--- config.mk ---
export PLATFORM = sky130hd
export DESIGN_NAME = pc_redirect_ctrl
export DESIGN_NICKNAME = d
export VERILOG_FILES = /design/src/rtl/core_pkg.sv /design/src/rtl/next_pc_sel.sv /design/src/rtl/pc_redirect_ctrl.sv
export SDC_FILE = /design/constraint.sdc
export NUM_CORES = 1
export LEC_CHECK = 0
export ABC_CLOCK_PERIOD_IN_PS = 5200
export BUFFER_PORTS_ARGS = -buffer_cell sky130_fd_sc_hd__buf_2
export CAP_MARGIN = 20
export CORE_MARGIN = 5
export CORE_UTILIZATION = 55
export CTS_CLUSTER_DIAMETER = 50
export DETAILED_ROUTE_END_ITERATION = 8
export PLACE_DENSITY_LB_ADDON = 0.2
export REMOVE_ABC_BUFFERS = 1
export SLEW_MARGIN = 10
export SYNTH_ARGS = -nofsm -noshare
export SYNTH_HDL_FRONTEND = slang
export SYNTH_SLANG_ARGS = --single-unit
--- constraint.sdc ---
create_clock -name clk_in -period 5.2 [get_ports clk_in]
set_clock_uncertainty 0.15 [all_clocks]
set_input_delay 1.04 -clock clk_in [delete_from_list [all_inputs] [get_ports clk_in]]
set_output_delay 1.04 -clock clk_in [all_outputs]
set_load 0.01 [all_outputs]
--- src/rtl/core_pkg.sv ---
// -----------------------------------------------------------------------------
// core_pkg
// Shared constants and types for the two-stage RV32I core front end:
// execute-stage opcode[6:2] encodings, the PC sequencer state type, and the
// priority ranking used when a redirect is buffered.
// -----------------------------------------------------------------------------
package core_pkg;

    localparam logic [4:0]  OP_JAL    = 5'b11011;
    localparam logic [4:0]  OP_JALR   = 5'b11001;
    localparam logic [4:0]  OP_BRANCH = 5'b11000;

    localparam logic [31:0] RESET_VECTOR_DEFAULT = 32'h0000_0000;

    typedef enum logic [1:0] {
        RESET = 2'd0,
        RUN   = 2'd1,
        HOLD  = 2'd2,
        FLUSH = 2'd3
    } state_t;

    // Ordered so that a numerically larger value wins over a buffered one.
    typedef enum logic [1:0] {
        PRI_NONE = 2'd0,
        PRI_JB   = 2'd1,
        PRI_MRET = 2'd2,
        PRI_TRAP = 2'd3
    } redirect_pri_t;

endpackage

--- src/rtl/next_pc_sel.sv ---
// -----------------------------------------------------------------------------
// next_pc_sel
// Combinational priority mux for the PC sequencer: trap > mret > jump/branch.
// Ports:
//   ignore        in   execute instruction is a bubble; only a trap is honoured
//   branch_taken  in   branch unit taken flag
//   opcode        in   execute-stage opcode[6:2]
//   iadder        in   jump/branch target
//   trap_taken    in   trap request
//   trap_addr     in   trap vector
//   mret          in   MRET in execute
//   epc           in   MRET return address
//   target        out  selected redirect address
//   redirect      out  a redirect is requested this cycle
//   pri           out  rank of the selected request
//   misaligned    out  taken jump/branch target has bit1 set (no redirect)
// -----------------------------------------------------------------------------
module next_pc_sel
    import core_pkg::*;
(
    input  logic          ignore,
    input  logic          branch_taken,
    input  logic [4:0]    opcode,
    input  logic [31:0]   iadder,
    input  logic          trap_taken,
    input  logic [31:0]   trap_addr,
    input  logic          mret,
    input  logic [31:0]   epc,
    output logic [31:0]   target,
    output logic          redirect,
    output redirect_pri_t pri,
    output logic          misaligned
);

    logic jb_taken;

    assign jb_taken = branch_taken || (opcode == OP_JAL) || (opcode == OP_JALR);

    always_comb begin
        target     = '0;
        redirect   = 1'b0;
        pri        = PRI_NONE;
        misaligned = 1'b0;
        if (trap_taken) begin
            target   = trap_addr;
            redirect = 1'b1;
            pri      = PRI_TRAP;
        end else if (!ignore) begin
            if (mret) begin
                target   = epc;
                redirect = 1'b1;
                pri      = PRI_MRET;
            end else if (jb_taken) begin
                // A misaligned target is reported and left for the CSR unit
                // to turn into a trap; it is never issued as a fetch address.
                if (iadder[1]) begin
                    misaligned = 1'b1;
                end else begin
                    target   = iadder;
                    redirect = 1'b1;
                    pri      = PRI_JB;
                end
            end
        end
    end

endmodule

--- src/rtl/pc_redirect_ctrl.sv ---
// -----------------------------------------------------------------------------
// pc_redirect_ctrl
// Program-counter sequencer: owns the fetch address and execute-stage PC,
// selects the next PC, produces a one-cycle flush after each redirect and
// buffers a redirect across fetch / data-memory stalls.
// Ports:
//   clk_in, rst_n_in       clock, async active-low reset
//   branch_taken_in        branch unit taken flag
//   opcode_6_2_in          execute-stage opcode[6:2]
//   iadder_in              jump/branch target
//   trap_taken_in/addr_in  trap request and vector
//   mret_in/epc_in         MRET request and return address
//   instr_hready_in        instruction memory handshake
//   stall_in               data-memory stall
//   imaddr_out             fetch address
//   pc_out/pc_plus_4_out   execute-stage PC and link value
//   flush_out              execute-stage instruction is a bubble
//   misaligned_instr_out   taken target has bit1 set (combinational)
//
// state | meaning
// RESET | just out of reset, execute slot is a bubble
// RUN   | normal sequential advance
// HOLD  | redirect buffered in pend_addr, waiting for an advance cycle
// FLUSH | one bubble cycle after a redirect
// -----------------------------------------------------------------------------
module pc_redirect_ctrl
    import core_pkg::*;
#(
    parameter logic [31:0] RESET_VECTOR = RESET_VECTOR_DEFAULT
) (
    input  logic        clk_in,
    input  logic        rst_n_in,
    input  logic        branch_taken_in,
    input  logic [4:0]  opcode_6_2_in,
    input  logic [31:0] iadder_in,
    input  logic        trap_taken_in,
    input  logic [31:0] trap_addr_in,
    input  logic        mret_in,
    input  logic [31:0] epc_in,
    input  logic        instr_hready_in,
    input  logic        stall_in,
    output logic [31:0] imaddr_out,
    output logic [31:0] pc_out,
    output logic [31:0] pc_plus_4_out,
    output logic        flush_out,
    output logic        misaligned_instr_out
);

    state_t        state, state_nxt;
    logic [31:0]   imaddr, imaddr_nxt;
    logic [31:0]   pc;
    logic [31:0]   pend_addr, pend_addr_nxt;
    redirect_pri_t pend_pri, pend_pri_nxt;
    logic          hold_bubble, hold_bubble_nxt;

    logic [31:0]   sel_target;
    logic          sel_redirect;
    redirect_pri_t sel_pri;
    logic          advance;
    logic          upgrade;
    logic [31:0]   held_target;
    redirect_pri_t held_pri;

    assign advance = instr_hready_in && !stall_in;

    // A HOLD entered from a bubble slot keeps reporting the bubble, so
    // flush_out does not drop while the pipeline is frozen.
    assign flush_out = (state == RESET) || (state == FLUSH) ||
                       ((state == HOLD) && hold_bubble);

    next_pc_sel u_next_pc_sel (
        .ignore       (flush_out),
        .branch_taken (branch_taken_in),
        .opcode       (opcode_6_2_in),
        .iadder       (iadder_in),
        .trap_taken   (trap_taken_in),
        .trap_addr    (trap_addr_in),
        .mret         (mret_in),
        .epc          (epc_in),
        .target       (sel_target),
        .redirect     (sel_redirect),
        .pri          (sel_pri),
        .misaligned   (misaligned_instr_out)
    );

    // Only a strictly higher-ranked request displaces the buffered one.
    assign upgrade     = sel_redirect && (sel_pri > pend_pri);
    assign held_target = upgrade ? sel_target : pend_addr;
    assign held_pri    = upgrade ? sel_pri    : pend_pri;

    always_comb begin
        state_nxt       = state;
        imaddr_nxt      = imaddr + 32'd4;
        pend_addr_nxt   = pend_addr;
        pend_pri_nxt    = pend_pri;
        hold_bubble_nxt = hold_bubble;
        case (state)
            RESET, RUN, FLUSH: begin
                if (sel_redirect) begin
                    if (advance) begin
                        state_nxt  = FLUSH;
                        imaddr_nxt = sel_target;
                    end else begin
                        state_nxt       = HOLD;
                        pend_addr_nxt   = sel_target;
                        pend_pri_nxt    = sel_pri;
                        hold_bubble_nxt = flush_out;
                    end
                end else if (state == RESET) begin
                    state_nxt = RUN;
                end else if ((state == FLUSH) && advance) begin
                    state_nxt = RUN;
                end
            end
            HOLD: begin
                if (advance) begin
                    state_nxt    = FLUSH;
                    imaddr_nxt   = held_target;
                    pend_pri_nxt = PRI_NONE;
                end else begin
                    pend_addr_nxt = held_target;
                    pend_pri_nxt  = held_pri;
                end
            end
            default: state_nxt = RESET;
        endcase
    end

    always_ff @(posedge clk_in or negedge rst_n_in) begin
        if (!rst_n_in) begin
            state       <= RESET;
            imaddr      <= RESET_VECTOR;
            pc          <= RESET_VECTOR;
            pend_addr   <= '0;
            pend_pri    <= PRI_NONE;
            hold_bubble <= 1'b0;
        end else begin
            state       <= state_nxt;
            pend_addr   <= pend_addr_nxt;
            pend_pri    <= pend_pri_nxt;
            hold_bubble <= hold_bubble_nxt;
            if (advance) begin
                pc     <= imaddr;
                imaddr <= imaddr_nxt;
            end
        end
    end

    assign imaddr_out    = imaddr;
    assign pc_out        = pc;
    assign pc_plus_4_out = pc + 32'd4;

endmodule

---- After elaboration in Yosys (flattened, before gate mapping) ----
Cells that the tools add are included.
cells by class
  $add $sub $neg .......................... 2
  order comparisons ....................... 1
  eq/ne operators ......................... 11
  muxes and demuxes ....................... 38
  bitwise gates (word level) .............. 1
  reductions and logical operators ........ 15
operators by type and width
  cell                                            count
  two-way mux 32 bit                              10
  one-hot mux 32 bit (2 select lines)             2
  adder 32 x 3 -> 32 bit (second input constant)  2
  two-way mux 2 bit                               12
  two-way mux 1 bit                               12
  == test 5 bit (second input constant)           2
  AND reduction 3 bit                             3
  != test 2 bit (second input constant)           4
  one-hot mux 2 bit (2 select lines)              2
  == test 2 bit (second input constant)           2
  logical AND 1 bit                               4
  logical OR 1 bit                                4
  != test 4 bit (second input constant)           1
  != test 3 bit (second input constant)           1
  OR reduction 3 bit                              1
  == test 2 x 1 -> 1 bit (second input constant)  1
  greater-than comparator 2 bit                   1
  logical NOT 2 bit                               1
  AND reduction 2 bit                             1
  logical NOT 1 bit                               1
  NOT 1 bit                                       1
word-level totals
  register bits after elaboration ......... 101
  bits of input ports ..................... 108
  output and inout bits ................... 98
  logic and storage cells ................. 74

---- Depth between registers and ports, before layout ----
  word-level depth ........................ 12
  mapped depth ............................ 17
  gate-level depth less buffers ........... 13

---- Modules after synthesis ----
From an unflattened synthesis, not the netlist that was laid out.
unflattened totals
  cells, all modules ...................... 772
  area, all modules ....................... 6,986.7 µm²
modules (own cells, without submodules)
  module            instances  cells each  area an instance (µm²)  seq. area each (µm²)
  pc_redirect_ctrl  1          688         6,282.3                 2,527.4
  next_pc_sel       1          84          704.4                   0.0

---- Worst setup path before layout ----
OpenSTA, ideal clock, no wires.
  path kind ............................... input to register
  start ................................... in opcode_6_2_in[0]
  end ..................................... reg imaddr[29], in the netlist imaddr_out[29]
  setup time .............................. 118 ps
  arrival ................................. 3,248 ps
  data required time ...................... 4,932 ps
  setup slack ............................. 1,684 ps
  cell stages on the path ................. 12
  path buffers ............................ 1
  path through ............................ and4b_1 > o211ai_2 > nor2_1 > nor2_1 > ha_1 > nand2_1 > o21ai_0 > a22oi_2 > buf_2 > mux2i_1 > o41ai_1 > a21o_1
between the ends
  longest elaborated chain between the ends .. 11
  elaborated cells on any way between the ends .. 21
  those cells by class .................... order compare (1); eq/ne (2); mux (15); reduce/logical (3)
ends and longest elaborated chain
  element                                  line                     RTL
  start: declaration                       pc_redirect_ctrl.sv:34   input logic [4:0] opcode_6_2_in,
  == test 5 bit                            next_pc_sel.sv:37        assign jb_taken = branch_taken || (opcode == OP_JAL) || (opcode == OP_JALR);
  logical OR 1 bit                         next_pc_sel.sv:37
  logical OR 1 bit (*)                     next_pc_sel.sv:37
  two-way mux 2 bit                        next_pc_sel.sv:53        end else if (jb_taken) begin
  two-way mux 2 bit                        next_pc_sel.sv:49        if (mret) begin
  two-way mux 2 bit                        next_pc_sel.sv:48        end else if (!ignore) begin
  two-way mux 2 bit                        next_pc_sel.sv:44        if (trap_taken) begin
  greater-than comparator 2 bit            pc_redirect_ctrl.sv:87   assign upgrade = sel_redirect && (sel_pri > pend_pri);
  logical AND 1 bit                        pc_redirect_ctrl.sv:87
  two-way mux 32 bit                       pc_redirect_ctrl.sv:88   assign held_target = upgrade ? sel_target : pend_addr;
  one-hot mux 32 bit (2 select lines) (*)  pc_redirect_ctrl.sv:97   case (state)
  end signal: assignment                   pc_redirect_ctrl.sv:144  imaddr <= imaddr_nxt;
  end: declaration                         pc_redirect_ctrl.sv:50   logic [31:0] imaddr, imaddr_nxt;
Mark *: on every way between the ends. The rest lies on a longest branch, timed or not.
A chain may end at the register's enable or synchronous reset.

---- Final worst setup path ----
  start ................................... reg state[1]
  end ..................................... reg imaddr[28], in the netlist imaddr_out[28]
between the ends
  longest elaborated chain between the ends .. 9
  elaborated cells on any way between the ends .. 19
  those cells by class .................... order compare (1); eq/ne (3); mux (9); reduce/logical (6)
ends and longest elaborated chain
  element                                                line                                            RTL
  start: declaration                                     pc_redirect_ctrl.sv:49                          state_t state, state_nxt;
  start signal: assignment                               pc_redirect_ctrl.sv:138                         state <= state_nxt;
  == test 2 bit (tied with other cells)                  pc_redirect_ctrl.sv:68, pc_redirect_ctrl.sv:97
  logical OR 1 bit or logical AND 1 bit (tied branches)  pc_redirect_ctrl.sv:68, pc_redirect_ctrl.sv:69
  logical OR 1 bit                                       pc_redirect_ctrl.sv:68                          assign flush_out = (state == RESET) || (state == FLUSH) ||
  two-way mux 2 bit                                      next_pc_sel.sv:48
  two-way mux 2 bit                                      next_pc_sel.sv:44
  greater-than comparator 2 bit                          pc_redirect_ctrl.sv:87
  logical AND 1 bit                                      pc_redirect_ctrl.sv:87
  two-way mux 32 bit                                     pc_redirect_ctrl.sv:88
  one-hot mux 32 bit (2 select lines) (*)                pc_redirect_ctrl.sv:97
Marked as above.

==> results.toml <==
[status]
outcome = "finished clean"

[cells_and_area]
area_delta_synth_final_pct = 21.2
final_nets = 988
fill_cells = 923
final_cell_mix = "buf_2, nand2_1, dfrtp_1, o21ai_0, nor2_1"
layout_commonest_cell = "buf_2"
diodes = 0
multiInputGateArea_um2 = 3200
drive_gt1_share_pct = 27.6
seq_area_um2 = 2530

[place]
dp_hpwl_mm = 12.9
gp_congestion = 0.861
pre_cts_slack_ns = 0.986
port_buffers = 204

[worst_hold_path]
hold_class = "register to register"

[timing]
fin_ws_ns = 0.996
fmax_mhz = 238
layout_min_cycle_time_ns = 4.20
rsz0062_at_grt = "no"
hold_viol_final = 0
setup_viol = 0
slew_violations = 0
timing.setup.tns_ns = 0
tightest_slew_ns = 0.853
slew-limit-headroom_pct = 43.2
hold_slack_ns = 0.334
finalCritPeriodShare_pct = 80.9

[logic_synthesis]
synth_top_area_share_pct = 42.3
yosys_register_bits = 101
synth_area_leaders = "dfrtp_1, nand2_1, o21ai_0, a222oi_1, xnor2_1"
synth_area_um2 = 5970
async_flop_share_pct = 100
synth.distinct_cells = 64
netlist.top_cell.by_area = "dfrtp_1"
synth_edf_count = 0
synthFlopType = "dfrtp_1"
ys_warn_count = 0
syn_avg_cell_area_um2 = 8.64
syn_inst = 691
synth_seq_area_share_pct = 42.3

[clock_tree]
clock_sinks = 101
cts_max_path_buffers = 2
cts_buffers = 9
clk_transition_reported_paths_ns = 0.09
holdBufCountCts = 0
post_cts_buffers = 0
ctsHtreeMaxLevel = 3
worstSkewPairLatency_ns = 0.37
cts.repair.resized = 0
cts_root_buf = "clkbuf_8"
cts_tree = "built"

[routing]
vias = 6022
drt-pass1-iter-count = 9
dr.first_iter.drc_count = 687
viasPerCell = 5.92
drc_errors = 0
ant_nets = 0
wire_per_inst_um = 17.5
drt-total-wl_mm = 17.8

[grt]
track_usage_pct = 27.2
antenna_found_initial = 0
grt_pass1_wl_mm = 28.7
grt_max_degree = 76
grt_pass1_vias = 5752
grt_overflow = 0

[power]
p_per_area_nw_per_um2 = 520
ir_worst_vdd_mv = 0.274
total_leakage_power_nw = 3.52

[critical_path]
arrival_ns = 4.31
start_kind = "register"
crit_path_end_kind = "register"
critPathMaxFanout = 14
required_ns = 5.31
worst-setup-path-type = "register to register"

[floorplanning]
start_util_pct = 55.6
io_pins = 206
die_w_um = 114
num_rows = 38
die_y_um = 114
die_area_um2 = 13000
design.core.area_um2 = 10700

[flow_run]
maxCapViolations = 0
kinds of logic after synthesis:
| group | share of synthesized area, % |
|---|---|
| and+or+nand+nor | 21.3 |
| AOI/OAI and AO/OA | 24.0 |
| DFF | 42.3 |
| buffers and inverters | 4.27 |
| xor gates and xnor gates | 4.99 |
| muxes | 1.40 |
| adders and majority gates | 1.68 |
path summary, 6_finish.rpt:
path	from	to	slack, ns	depth (start not counted)
max in group asynchronous	rst_n_in	pc_out[13]	3.29	2
min	pend_addr[30]	pend_addr[30]	0.33	1
min in group asynchronous	rst_n_in	pend_addr[28]	0.61	1
max reg2reg	state[1]	imaddr_out[28]	1.0	13
min reg2reg	pend_addr[30]	pend_addr[30]	0.33	1
max	state[1]	imaddr_out[28]	1.0	13
through the flow:
stage | power [mW] | std cells | instance area (um2) | util, %
finish | 3.76 | 1017 | 7240 | 67.3
global route | 4.08 | 1017 | 7240 | 67.3
CTS | 3.75 | 1015 | 7210 | 67.1
detailed placement | 3.32 | 999 | 7050 | 65.6
global placement | 3.24 | 999 | 7050 | 65.6
floorplan | 2.54 | 646 | 5770 | -
synthesized netlist by cell type (all sizes together) (4+ instances only):
master	n
a22oi	7
a31oi	5
dfrtp	101
a22o	9
nor2b	6
nand4	10
nand3b	4
nor2	34
nand2b	4
nand2	157
and4	5
inv	14
ha	8
a211o	6
a222oi	20
a2bb2oi	4
buf	14
o21ai	65
mux2i	5
or3	5
xor2	13
o31a	5
o311ai	5
a221o	6
xnor2	21
clkbuf	31
and2	7
and3	7
a21oi	29
nand3	21
a32oi	6
a21o	8
nor3	5
worst max-delay path: stages (launching register included):
cell	delay, ns
dfrtp_1	0.44
inv_1	0.07
ha_1	0.34
a21boi_2	0.50
o211ai_2	0.31
nor2_1	0.15
nor2_1	0.06
ha_1	0.29
nand2_1	0.06
o21ai_0	0.16
a22oi_2	0.73
mux2i_1	0.45
o41ai_1	0.14
a22o_1	0.24
routing by layer:
metal  GRT usage [%]  part of all wire (%)  wire length [um]  up-vias
met5               0                     0                 0        -
met4            7.84                   2.1               374        0
met3            4.39                   8.2              1470       35
met2            43.6                    48              8480      287
met1            38.5                    42              7460     2816
li1                -                     -                 -     2884
sequential cells by signal (all words and copies together), names as in the netlist:
name,count
pend_addr,32
hold_bubble,1
imaddr_out,32
pend_pri,2
pc_out,32
state,2
layout make-up:
cell class              count  area share [%]
clock buffers              15            2.02
clock inverters             1           0.104
inverters                  15           0.778
multi-input cells         530            44.3
flip-flops and latches    101            34.9
well taps                 140            2.42
repair buffers            215            15.5
power breakdown:
part / switching, mW / leakage, nW / internal (mW)
sequential: 0.402 / 1.27 / 1.11
clock: 0.253 / 0.0719 / 0.176
combinational: 1.06 / 2.18 / 0.758
total: 1.72 / 3.52 / 2.04
Power figures use the tool's default switching activity.
